<file path="config.mk">
export PLATFORM = sky130hd
export DESIGN_NAME = mix_columns_seq
export DESIGN_NICKNAME = d
export VERILOG_FILES = /design/src/rtl/aes_pkg.sv /design/src/rtl/mix_single_column.sv /design/src/rtl/mix_columns_seq.sv
export SDC_FILE = /design/constraint.sdc
export NUM_CORES = 1
export LEC_CHECK = 0
export BUFFER_PORTS_ARGS = -buffer_cell sky130_fd_sc_hd__clkbuf_2
export CAP_MARGIN = 15
export CORE_ASPECT_RATIO = 1.2
export CORE_UTILIZATION = 30
export DETAILED_ROUTE_END_ITERATION = 10
export PLACE_DENSITY = 0.59
export REMOVE_ABC_BUFFERS = 1
export SYNTH_ARGS = -nofsm -noshare
export SYNTH_HDL_FRONTEND = slang
export SYNTH_HIERARCHICAL = 1
export SYNTH_SLANG_ARGS = --single-unit
</file>
<file path="constraint.sdc">
create_clock -name clk -period 10.31 [get_ports clk]
set_input_delay 2.062 -clock clk [delete_from_list [all_inputs] [get_ports clk]]
set_output_delay 2.062 -clock clk [all_outputs]
set_load 0.01 [all_outputs]
</file>
<file path="src/rtl/aes_pkg.sv">
`default_nettype none
// aes_pkg: AES state/column types, GF(2^8) helpers and the MixColumns FSM encoding.
// With MIXCOL_INV_EN defined, the InvMixColumns multiplies are also provided.
package aes_pkg;

  localparam int NUM_COLS = 4;
  localparam int BYTE_W   = 8;
  localparam int COL_W    = 32;
  localparam int STATE_W  = 128;

  typedef logic [STATE_W-1:0] state_t;
  typedef logic [COL_W-1:0]   col_t;
  typedef logic [BYTE_W-1:0]  byte_t;

  typedef enum logic [1:0] {
    IDLE = 2'd0,
    RUN  = 2'd1,
    DONE = 2'd2
  } mc_state_e;

  function automatic byte_t xtime(input byte_t x);
    return {x[6:0], 1'b0} ^ (x[7] ? 8'h1b : 8'h00);
  endfunction

  function automatic byte_t gf_mul2(input byte_t x);
    return xtime(x);
  endfunction

  function automatic byte_t gf_mul3(input byte_t x);
    return xtime(x) ^ x;
  endfunction

`ifdef MIXCOL_INV_EN
  function automatic byte_t gf_mul9(input byte_t x);
    return xtime(xtime(xtime(x))) ^ x;
  endfunction

  function automatic byte_t gf_mulb(input byte_t x);
    return xtime(xtime(xtime(x))) ^ xtime(x) ^ x;
  endfunction

  function automatic byte_t gf_muld(input byte_t x);
    return xtime(xtime(xtime(x))) ^ xtime(xtime(x)) ^ x;
  endfunction

  function automatic byte_t gf_mule(input byte_t x);
    return xtime(xtime(xtime(x))) ^ xtime(xtime(x)) ^ xtime(x);
  endfunction
`endif

  // Column c occupies bits [127-32c -: 32], i.e. offset (3-c)*32 from the LSB.
  function automatic col_t col_get(input state_t s, input logic [1:0] c);
    return s[{~c, 5'b0} +: COL_W];
  endfunction

endpackage
`default_nettype wire

</file>
<file path="src/rtl/mix_single_column.sv">
`default_nettype none
// mix_single_column: combinational MixColumns on one 32-bit column (row 0 = MSB byte).
// With MIXCOL_INV_EN, the inv input selects InvMixColumns via a shared xtime chain.
module mix_single_column
  import aes_pkg::*;
(
  input  col_t col_in,
`ifdef MIXCOL_INV_EN
  input  logic inv,
`endif
  output col_t col_out
);

  byte_t a0, a1, a2, a3;
  col_t  fwd;

  assign a0 = col_in[31:24];
  assign a1 = col_in[23:16];
  assign a2 = col_in[15:8];
  assign a3 = col_in[7:0];

  assign fwd = {gf_mul2(a0) ^ gf_mul3(a1) ^ a2 ^ a3,
                a0 ^ gf_mul2(a1) ^ gf_mul3(a2) ^ a3,
                a0 ^ a1 ^ gf_mul2(a2) ^ gf_mul3(a3),
                gf_mul3(a0) ^ a1 ^ a2 ^ gf_mul2(a3)};

`ifdef MIXCOL_INV_EN
  byte_t a  [4];
  byte_t m2 [4];
  byte_t m4 [4];
  byte_t m8 [4];
  byte_t m9 [4];
  byte_t mb [4];
  byte_t md [4];
  byte_t me [4];
  col_t  invc;

  assign a[0] = a0;
  assign a[1] = a1;
  assign a[2] = a2;
  assign a[3] = a3;

  // One 2x/4x/8x chain per byte feeds all four inverse coefficients.
  always_comb begin
    for (int i = 0; i < 4; i++) begin
      m2[i] = xtime(a[i]);
      m4[i] = xtime(m2[i]);
      m8[i] = xtime(m4[i]);
      m9[i] = m8[i] ^ a[i];
      mb[i] = m8[i] ^ m2[i] ^ a[i];
      md[i] = m8[i] ^ m4[i] ^ a[i];
      me[i] = m8[i] ^ m4[i] ^ m2[i];
    end
  end

  assign invc = {me[0] ^ mb[1] ^ md[2] ^ m9[3],
                 m9[0] ^ me[1] ^ mb[2] ^ md[3],
                 md[0] ^ m9[1] ^ me[2] ^ mb[3],
                 mb[0] ^ md[1] ^ m9[2] ^ me[3]};

  assign col_out = inv ? invc : fwd;
`else
  assign col_out = fwd;
`endif

endmodule
`default_nettype wire

</file>
<file path="src/rtl/mix_columns_seq.sv">
`default_nettype none
// mix_columns_seq: iterative AES MixColumns engine, COLS_PER_CYCLE columns per clock,
// valid/ready on both sides. MIXCOL_INV_EN adds in_inv to select InvMixColumns.
module mix_columns_seq
  import aes_pkg::*;
#(
  parameter int COLS_PER_CYCLE = 1
) (
  input  logic               clk,
  input  logic               rst,
  input  logic               in_valid,
  output logic               in_ready,
  input  logic [STATE_W-1:0] in_state,
  input  logic               in_bypass,
`ifdef MIXCOL_INV_EN
  input  logic               in_inv,
`endif
  output logic               out_valid,
  input  logic               out_ready,
  output logic [STATE_W-1:0] out_state,
  output logic               busy
);

  localparam int         NCYC = NUM_COLS / COLS_PER_CYCLE;
  localparam logic [1:0] LAST = 2'(NCYC - 1);

  mc_state_e  state;
  mc_state_e  next_state;
  state_t     work;
  logic [1:0] cnt;
  logic       inv_q;

  logic [1:0] col_idx [COLS_PER_CYCLE];
  col_t       col_mix [COLS_PER_CYCLE];

  always_ff @(posedge clk or posedge rst) begin
    if (rst) state <= IDLE;
    else     state <= next_state;
  end

  always_comb begin
    next_state = state;
    in_ready   = 1'b0;
    out_valid  = 1'b0;
    busy       = 1'b0;
    case (state)
      IDLE: begin
        in_ready = 1'b1;
        if (in_valid) next_state = in_bypass ? DONE : RUN;
      end
      RUN: begin
        busy = 1'b1;
        if (cnt == LAST) next_state = DONE;
      end
      DONE: begin
        busy      = 1'b1;
        out_valid = 1'b1;
        if (out_ready) next_state = IDLE;
      end
      default: next_state = IDLE;
    endcase
  end

  always_ff @(posedge clk or posedge rst) begin
    if (rst) begin
      work      <= '0;
      cnt       <= '0;
      inv_q     <= 1'b0;
      out_state <= '0;
    end else begin
      case (state)
        IDLE: begin
          if (in_valid) begin
            work <= in_state;
            cnt  <= '0;
`ifdef MIXCOL_INV_EN
            inv_q <= in_inv & ~in_bypass;
`else
            inv_q <= 1'b0;
`endif
            if (in_bypass) out_state <= in_state;
          end
        end
        RUN: begin
          for (int g = 0; g < COLS_PER_CYCLE; g++)
            out_state[{~col_idx[g], 5'b0} +: COL_W] <= col_mix[g];
          cnt <= cnt + 2'd1;
        end
        default: ;
      endcase
    end
  end

  for (genvar g = 0; g < COLS_PER_CYCLE; g++) begin : g_col
    col_t col_sel;
    assign col_idx[g] = 2'(32'(cnt) * COLS_PER_CYCLE + g);
    assign col_sel    = col_get(work, col_idx[g]);
    mix_single_column u_mix (
      .col_in  (col_sel),
`ifdef MIXCOL_INV_EN
      .inv     (inv_q),
`endif
      .col_out (col_mix[g])
    );
  end

`ifndef MIXCOL_INV_EN
  // Forward-only build: the inverse flag is held at zero and never consulted.
  logic unused_inv;
  assign unused_inv = inv_q;
`endif

endmodule
`default_nettype wire

</file>
-- Word level (Yosys, flattened, before mapping)
Cells that the tools add are included.
- bits in registers: 260
- bits of input ports: 133
- output and inout port bits: 131
- word-level logic and storage cells: 62
- add/subtract/negate cells: 2
- equality and inequality tests: 7
- shifts and indexed selects: 3
- multiplexer cells: 18
- bitwise logic cells: 21
- reductions and logical operators: 7
- operators with widths (operator ; number):
    $mux 128 ; 2
    $pmux 128 s2 ; 1
    $xor 8x8->8 ; 19
    $bwmux 128 ; 1
    $shift 32x9->128 const A ; 1
    $shiftx 128x8->32 ; 1
    $shiftx 32x9->128 ; 1
    $mux 5 ; 4
    $mux 2 ; 5
    $neg 7->9 ; 1
    $ne 2x2->1 const B ; 4
    $xor 8x5->8 ; 1
    $pmux 2 s3 ; 1
    $reduce_and 3->1 ; 2
    $eq 2x2->1 const B ; 2
    $pmux 2 s2 ; 1
    $reduce_and 2->1 ; 2
    $mux 1 ; 3
    $add 2x1->2 const B ; 1
    $eq 2x1->1 const B ; 1
    $logic_not 2->1 ; 1
    $not 2->2 ; 1
    $reduce_bool 2->1 ; 1
    $reduce_or 2->1 ; 1

-- Logic depth before layout (Yosys ltp)
Gate-level depths: netlist of run 1.
- depth after elaboration: 11
- mapped depth: 10
- depth with buffers taken out: 6

-- Modules after synthesis
The synthesis of run 1 kept the hierarchy.
- by module, submodules not included (module ; times used ; cells an instance ; area an instance (µm²) ; sequential area each (µm²)):
    mix_columns_seq ; 1 ; 908 ; 13259.0 ; 6506.2
    mix_single_column ; 1 ; 80 ; 1305.0 ; 0.0

-- Worst setup path before layout of run 1
No wires, ideal clock.
- path type: in2reg
- start: input port in_valid
- end: register work[0]
- setup time: 125 ps
- data arrival time: 2933 ps
- required time: 10185 ps
- slack: 7252 ps
- cell stages on the path: 4
- buffers on the path: 2
- cell sequence: nand2_1 clkbuf_1 buf_2 mux2_2
- word-level cells in the longest chain between the ends: 1
- ends and longest elaborated chain (item ; RTL line ; RTL):
    start, declared ; mix_columns_seq.sv:11 ; input logic in_valid,
    $reduce_and 2->1 (no source line) ; -- ;
    end signal, assigned ; mix_columns_seq.sv:74 ; work <= in_state;
    end, declared ; mix_columns_seq.sv:29 ; state_t work;
Every way passes these cells.
A chain may end at the register's enable or synchronous reset.

-- Worst setup path after layout of run 1
- start: register cnt[0]
- end: register out_state[95]
- word-level cells in the longest chain between the ends: 11
- elaborated cells on any way between the ends: 31
- those cells by class: add/sub (1); shift (3); mux (6); bitwise (21)
- ends and longest elaborated chain (item ; RTL line ; RTL):
    start, declared ; mix_columns_seq.sv:30 ; logic [1:0] cnt;
    start signal, assigned ; mix_columns_seq.sv:87 ; cnt <= cnt + 2'd1;
    $not 2->2 (*) ; aes_pkg.sv:53, mix_columns_seq.sv:86 ;
    $shiftx 128x8->32 ; aes_pkg.sv:53 ; return s[{~c, 5'b0} +: COL_W];
    $mux 5 ; aes_pkg.sv:22 ; return {x[6:0], 1'b0} ^ (x[7] ? 8'h1b : 8'h00);
    $xor 8x5->8 / $xor 8x8->8 (equally long branches) ; aes_pkg.sv:22 ;
    $xor 8x8->8 ; aes_pkg.sv:30 ; return xtime(x) ^ x;
    $xor 8x8->8 (on tied branches) (3 in series) ; mix_single_column.sv:25, mix_single_column.sv:22 ;
    $shiftx 32x9->128 ; mix_columns_seq.sv:86 ; out_state[{~col_idx[g], 5'b0} +: COL_W] <= col_mix[g];
    $bwmux 128 (*) ; mix_columns_seq.sv:86 ;
    $pmux 128 s2 (*) ; mix_columns_seq.sv:71 ; case (state)
    end signal, assigned ; mix_columns_seq.sv:81 ; if (in_bypass) out_state <= in_state;
    end signal, assigned by index ; mix_columns_seq.sv:86 ;
    end, declared ; mix_columns_seq.sv:20 ; output logic [STATE_W-1:0] out_state,
Mark *: on every way between the ends. The rest lies on a longest branch, timed or not.

==> reports/qor.txt, run 1 <==
Period Utilization, post-route = 0.3960
gp weighted congestion = 0.7595
layout cells sized above 1 = 0.5226
area grow syn2layout = 18.34%
Die W = 203.1 microns
Synth Register Bits = 260
Post-synth EDFFs = 0
routing usage on met3 = 0.02889
setup bufs post-CTS = 0
Setup crit start kind = flop
TritonCTS Sinks = 260
cells after synthesis = 988
Detail Route Antenna Nets = 0
IO Port Bufs = 263
total number of yosys warnings = 6
initial antenna violation count = 7
final core occ = 0.3590
row count = 88
die height = 243.4 microns
CP delay by family, top = adder cells
Remaining DRCs = 0
CTS tree = done
final setup fails = 0
synthesized area = 14560 sq um
TNS Setup = 0 ns
vias in the first global route = 10.29k
RSZ-0062 raised after global routing = no
f_max = 0.2450 GHz
layer with the highest usage = met2
met1 Track Usage GR = 0.2452
Iter 0 DRT Violations = 620
FFs w/ async S/R, synth = 1.000
worst-path cell chain = ha_2 > nor2b_1 > nor3_4 > buf_4 > mux2_2
wire per inst = 25.12 microns
Top Ports = 264
Critical path buffers and inverters = 1
Mean Syn Cell Area = 14.74 sq um
DP HPWL = 30.56 mm
pin count of the biggest net entering global routing = 116
Largest stage delay, worst path = 1.06 ns
PostCTS Resize Cnt = 0
hold_ws = 0.4989 ns
Clk pin slew, worst setup/hold paths = 0.07 ns
crit path max-delay cell type = ha_2
worst slew pin tran = 1.156 ns
final hold violations = 0
most common cell after layout, fill and taps aside = clkbuf_2
met2 GRT Util = 0.3142
total CTS buffers = 29
vias = 9697
Setup CP Type = reg2reg
first-pass GRT wire length = 69.47 mm
nets@finish = 1338
initial core utilization = 0.3034
status = complete, no violations
Clock Path Buffers = 3
htree depth = 1
core box area = 48010 sq um
GR Util All Layers = 0.1868
Total Wirelength = 46.49 mm
Clock Skews = 0.01028 ns
Hold Crit Class = reg2reg
most frequent cells in the layout = clkbuf_2 (263), dfrtp_1 (258), mux2_2 (137)
sequential area share after synthesis = 0.4467
worst skew pair latency = 0.57 ns
DIE AREA = 49430 sq um
Worst EP required = 10.76 ns
GRT overflow = 0
post-synth cell types = 39
crit path DAT = 4.53 ns
clock period minus worst slack = 4.082 ns
CP Max Fanout = 61
ys flop type = dfrtp_1
final slew viol count = 0
slew margin rel. = 0.2296
Max Cap Viol = 0
DRT Pass-1 Iters = 5
Via density = 5.239
CP endpoint kind = flop
root buffer cell = clkbuf_16
Post-CTS Hold Buffers = 0
-- flip-flops by register name, indices dropped and copies added (netlist names) --
| register | flops |
|---|---|
| out_state | 128 |
| work | 128 |
| cnt | 2 |
| state | 2 |
-- per-stage QoR --
step                cell area (sq um)  cells  worst slack, ns
floorplan                       14020    889            1.093
global placement                16280   1796            6.049
detailed placement              16280   1796            5.989
CTS                             17230   1847            6.150
global route                    17240   1851            6.018
finish                          17240   1851            6.228
-- final cells by class --
| type | count | area, sq um |
|---|---|---|
| Clock inverter | 12 | 141.4 |
| Multi-Input combinational cell | 622 | 7523 |
| Fill cell | 4737 | 30770 |
| Tap cell | 630 | 788.3 |
| Sequential cell | 260 | 6511 |
| Timing Repair Buffer | 277 | 1421 |
| Inverter | 7 | 36.28 |
| Clock buffer | 39 | 803.3 |
| Antenna cell | 4 | 10.01 |
-- Yosys cell counts, types with 2 or more instances --
| library cell | instances | area (sq um) |
|---|---|---|
| nor2b_1 | 6 | 37.54 |
| buf_4 | 3 | 22.52 |
| nand3b_1 | 32 | 240.2 |
| clkbuf_1 | 41 | 153.9 |
| nand4_1 | 63 | 394.1 |
| mux2_4 | 120 | 1802 |
| a32o_1 | 33 | 330.3 |
| inv_1 | 7 | 26.28 |
| xnor2_2 | 2 | 32.53 |
| ha_1 | 8 | 100.1 |
| mux4_2 | 32 | 720.7 |
| dfrtp_1 | 260 | 6506 |
| xor3_1 | 10 | 237.7 |
| o2bb2ai_1 | 95 | 832.1 |
| nor3_4 | 4 | 65.06 |
| buf_6 | 16 | 180.2 |
| xor2_1 | 13 | 113.9 |
| mux2_2 | 137 | 1543 |
| clkbuf_2 | 2 | 10.01 |
| nand2b_1 | 2 | 12.51 |
| xnor3_1 | 32 | 720.7 |
| buf_2 | 34 | 170.2 |
| buf_1 | 3 | 11.26 |
| or2_2 | 2 | 12.51 |
| xnor2_1 | 17 | 148.9 |
-- final timing paths --
kind	from	end	slack, ns	depth (start not counted)
setup / recovery	cnt[0]	out_state[95]	6.23	5
hold / removal	work[28]	work[28]	0.50	1
setup reg to reg	cnt[0]	out_state[95]	6.23	5
hold reg to reg	work[28]	work[28]	0.50	1
max in group asynchronous	rst	work[110]	7.01	3
min in group asynchronous	rst	out_state[72]	1.63	2
-- per-layer routing --
| layer | vias up | part of all wire |
|---|---|---|
| met2 | 307 | 0.50 |
| met5 | - | 0.00080 |
| met3 | 61 | 0.047 |
| li1 | 4208 | - |
| met1 | 5115 | 0.44 |
| met4 | 6 | 0.020 |
-- cell families (layout without fill, tap and decap cells) --
logic type	Yosys count	in the layout	share of synthesized area
AO/OA/AOI/OAI	133	133	0.08351
XOR/XNOR	75	75	0.08780
adder cells (fa/ha/maj)	8	8	0.006873
buffers and inverters	106	335	0.03943
flip-flops	260	260	0.4467
multiplexers	289	289	0.2791
other	0	4	0
AND/OR/NAND/NOR	117	117	0.05653
Power of run 1 is left out: the tool's default activity adds up to more than one toggle a clock period on the data nets, which glitch-free logic cannot reach.
==> run 2, diff against run 1 <==
- PLACE_DENSITY: 0.59 -> 0.61
- clock period: 10.31 -> 3.56 ns (I/O delays scaled with it)
==> reports/qor.txt, run 2 (same netlist as run 1, synthesis figures left out) <==
initial core utilization = 0.3034
Layout Cells excl Fill = 1874
placed insts = 1818
Remaining DRCs = 0
Period Utilization, post-route = 0.8882
Iter 0 DRT Violations = 684
fillers = 4754
GRT overflow = 0
htree depth = 1
Setup CP Type = reg2reg
wire per inst = 25.00 microns
vias in the first global route = 10.37k
Die W = 203.1 microns
root buffer cell = clkbuf_16
pre-CTS setup slack = 0.3648 ns
DIE AREA = 49430 sq um
crit path DAT = 3.66 ns
worst slew pin tran = 1.107 ns
die height = 243.4 microns
TritonCTS Sinks = 260
worst-case reg-to-reg path depth = 8
initial antenna violation count = 6
Post-CTS Hold Buffers = 0
Top Ports = 264
CTS tree = done
core box area = 48010 sq um
vias = 9830
CP endpoint kind = flop
Via density = 5.245
IO Port Bufs = 263
most frequent cells in the layout = clkbuf_2 (263), dfrtp_1 (258), mux2_2 (137)
biggest regs = out_state (128), work (128)
total CTS buffers = 29
f_max = 0.3163 GHz
Final WS setup = 0.3981 ns
RSZ-0062 raised after global routing = no
slew margin rel. = 0.2621
Clock Skews = 0.01372 ns
final setup fails = 0
status = complete, no violations
DRT Pass-1 Iters = 5
final core occ = 0.3659
DP HPWL = 32.17 mm
gp weighted congestion = 0.7931
area grow syn2layout = 20.59%
Hold Crit Class = in2async
setup bufs post-CTS = 0
CP Max Fanout = 31
Total Wirelength = 46.86 mm
Max Cap Viol = 0
Clk pin slew, worst setup/hold paths = 0.06 ns
nets@finish = 1360
PostCTS Resize Cnt = 0
Setup crit start kind = flop
layout cells sized above 1 = 0.5334
most common cell after layout, fill and taps aside = clkbuf_2
Clock Path Buffers = 3
pin count of the biggest net entering global routing = 128
Worst EP required = 4.06 ns
worst skew pair latency = 0.56 ns
fin area = 17560 sq um
final hold violations = 0
GR Util All Layers = 0.1892
placed cell areas = 16550 sq um
row count = 88
final slew viol count = 0
first-pass GRT wire length = 69.89 mm
clock period minus worst slack = 3.162 ns
Detail Route Antenna Nets = 0
## run 2: changes by cell type in the layout (fill, tap and decap cells not counted)
cell        previous run  this run
inv_6                  1         2
bufinv_16              3         4
buf_12                 0         8
clkinvlp_4             1         2
buf_4                 14        28
clkbuf_8               4         6
diode_2                4         3
clkinv_2               7         5
clkbuf_1               6         4
clkinv_4               0         1
## run 2: worst paths after layout
path                                       to         start  slack [ns]
worst max-delay path            out_state[71]        cnt[0]        0.40
worst min-delay path            out_state[64]           rst        0.25
worst max register to register  out_state[71]        cnt[0]        0.40
worst min register to register       work[48]      work[48]        0.50
max in group asynchronous              cnt[0]           rst        2.45
min in group clk                     work[99]  in_state[99]        0.40
## run 2: cell type report
class | count | area (sq um) | share of cell area
inverters | 7 | 36.28 | 0.002066
diodes | 3 | 7.507 | 0.0004274
clock buffers | 39 | 823.3 | 0.04688
clock inverters | 14 | 186.4 | 0.01061
well taps | 630 | 788.3 | 0.04488
flip-flops and latches | 260 | 6511 | 0.3707
multi-input cells | 622 | 7523 | 0.4284
repair buffers | 299 | 1687 | 0.09603
## run 2: critical path, stage by stage, from the launching register on
cell and delay, ns:
dfrtp_4 0.58, buf_12 0.27, buf_4 0.25, mux4_2 0.57
xnor3_1 0.41, xor2_1 0.49, nand4_1 0.16, o2bb2ai_1 0.19
mux2_4 0.17
## run 2: layer usage
metal  vias up  part of all wire  GRT usage
met2       333              0.48     0.3037
li1       4253                 -          -
met3        78             0.055    0.02715
met5         -           0.00066          0
met4         6             0.030    0.06457
met1      5160              0.44     0.2603
## run 2: through the flow
step	hold slack (ns)	setup TNS [ns]
finish	0.2527	0
CTS	0.2807	0
global route	0.3196	0
detailed placement	0.4883	0
global placement	0.4826	0
floorplan	0.4743	-1318.61
Power of run 2 is left out for the same reason.
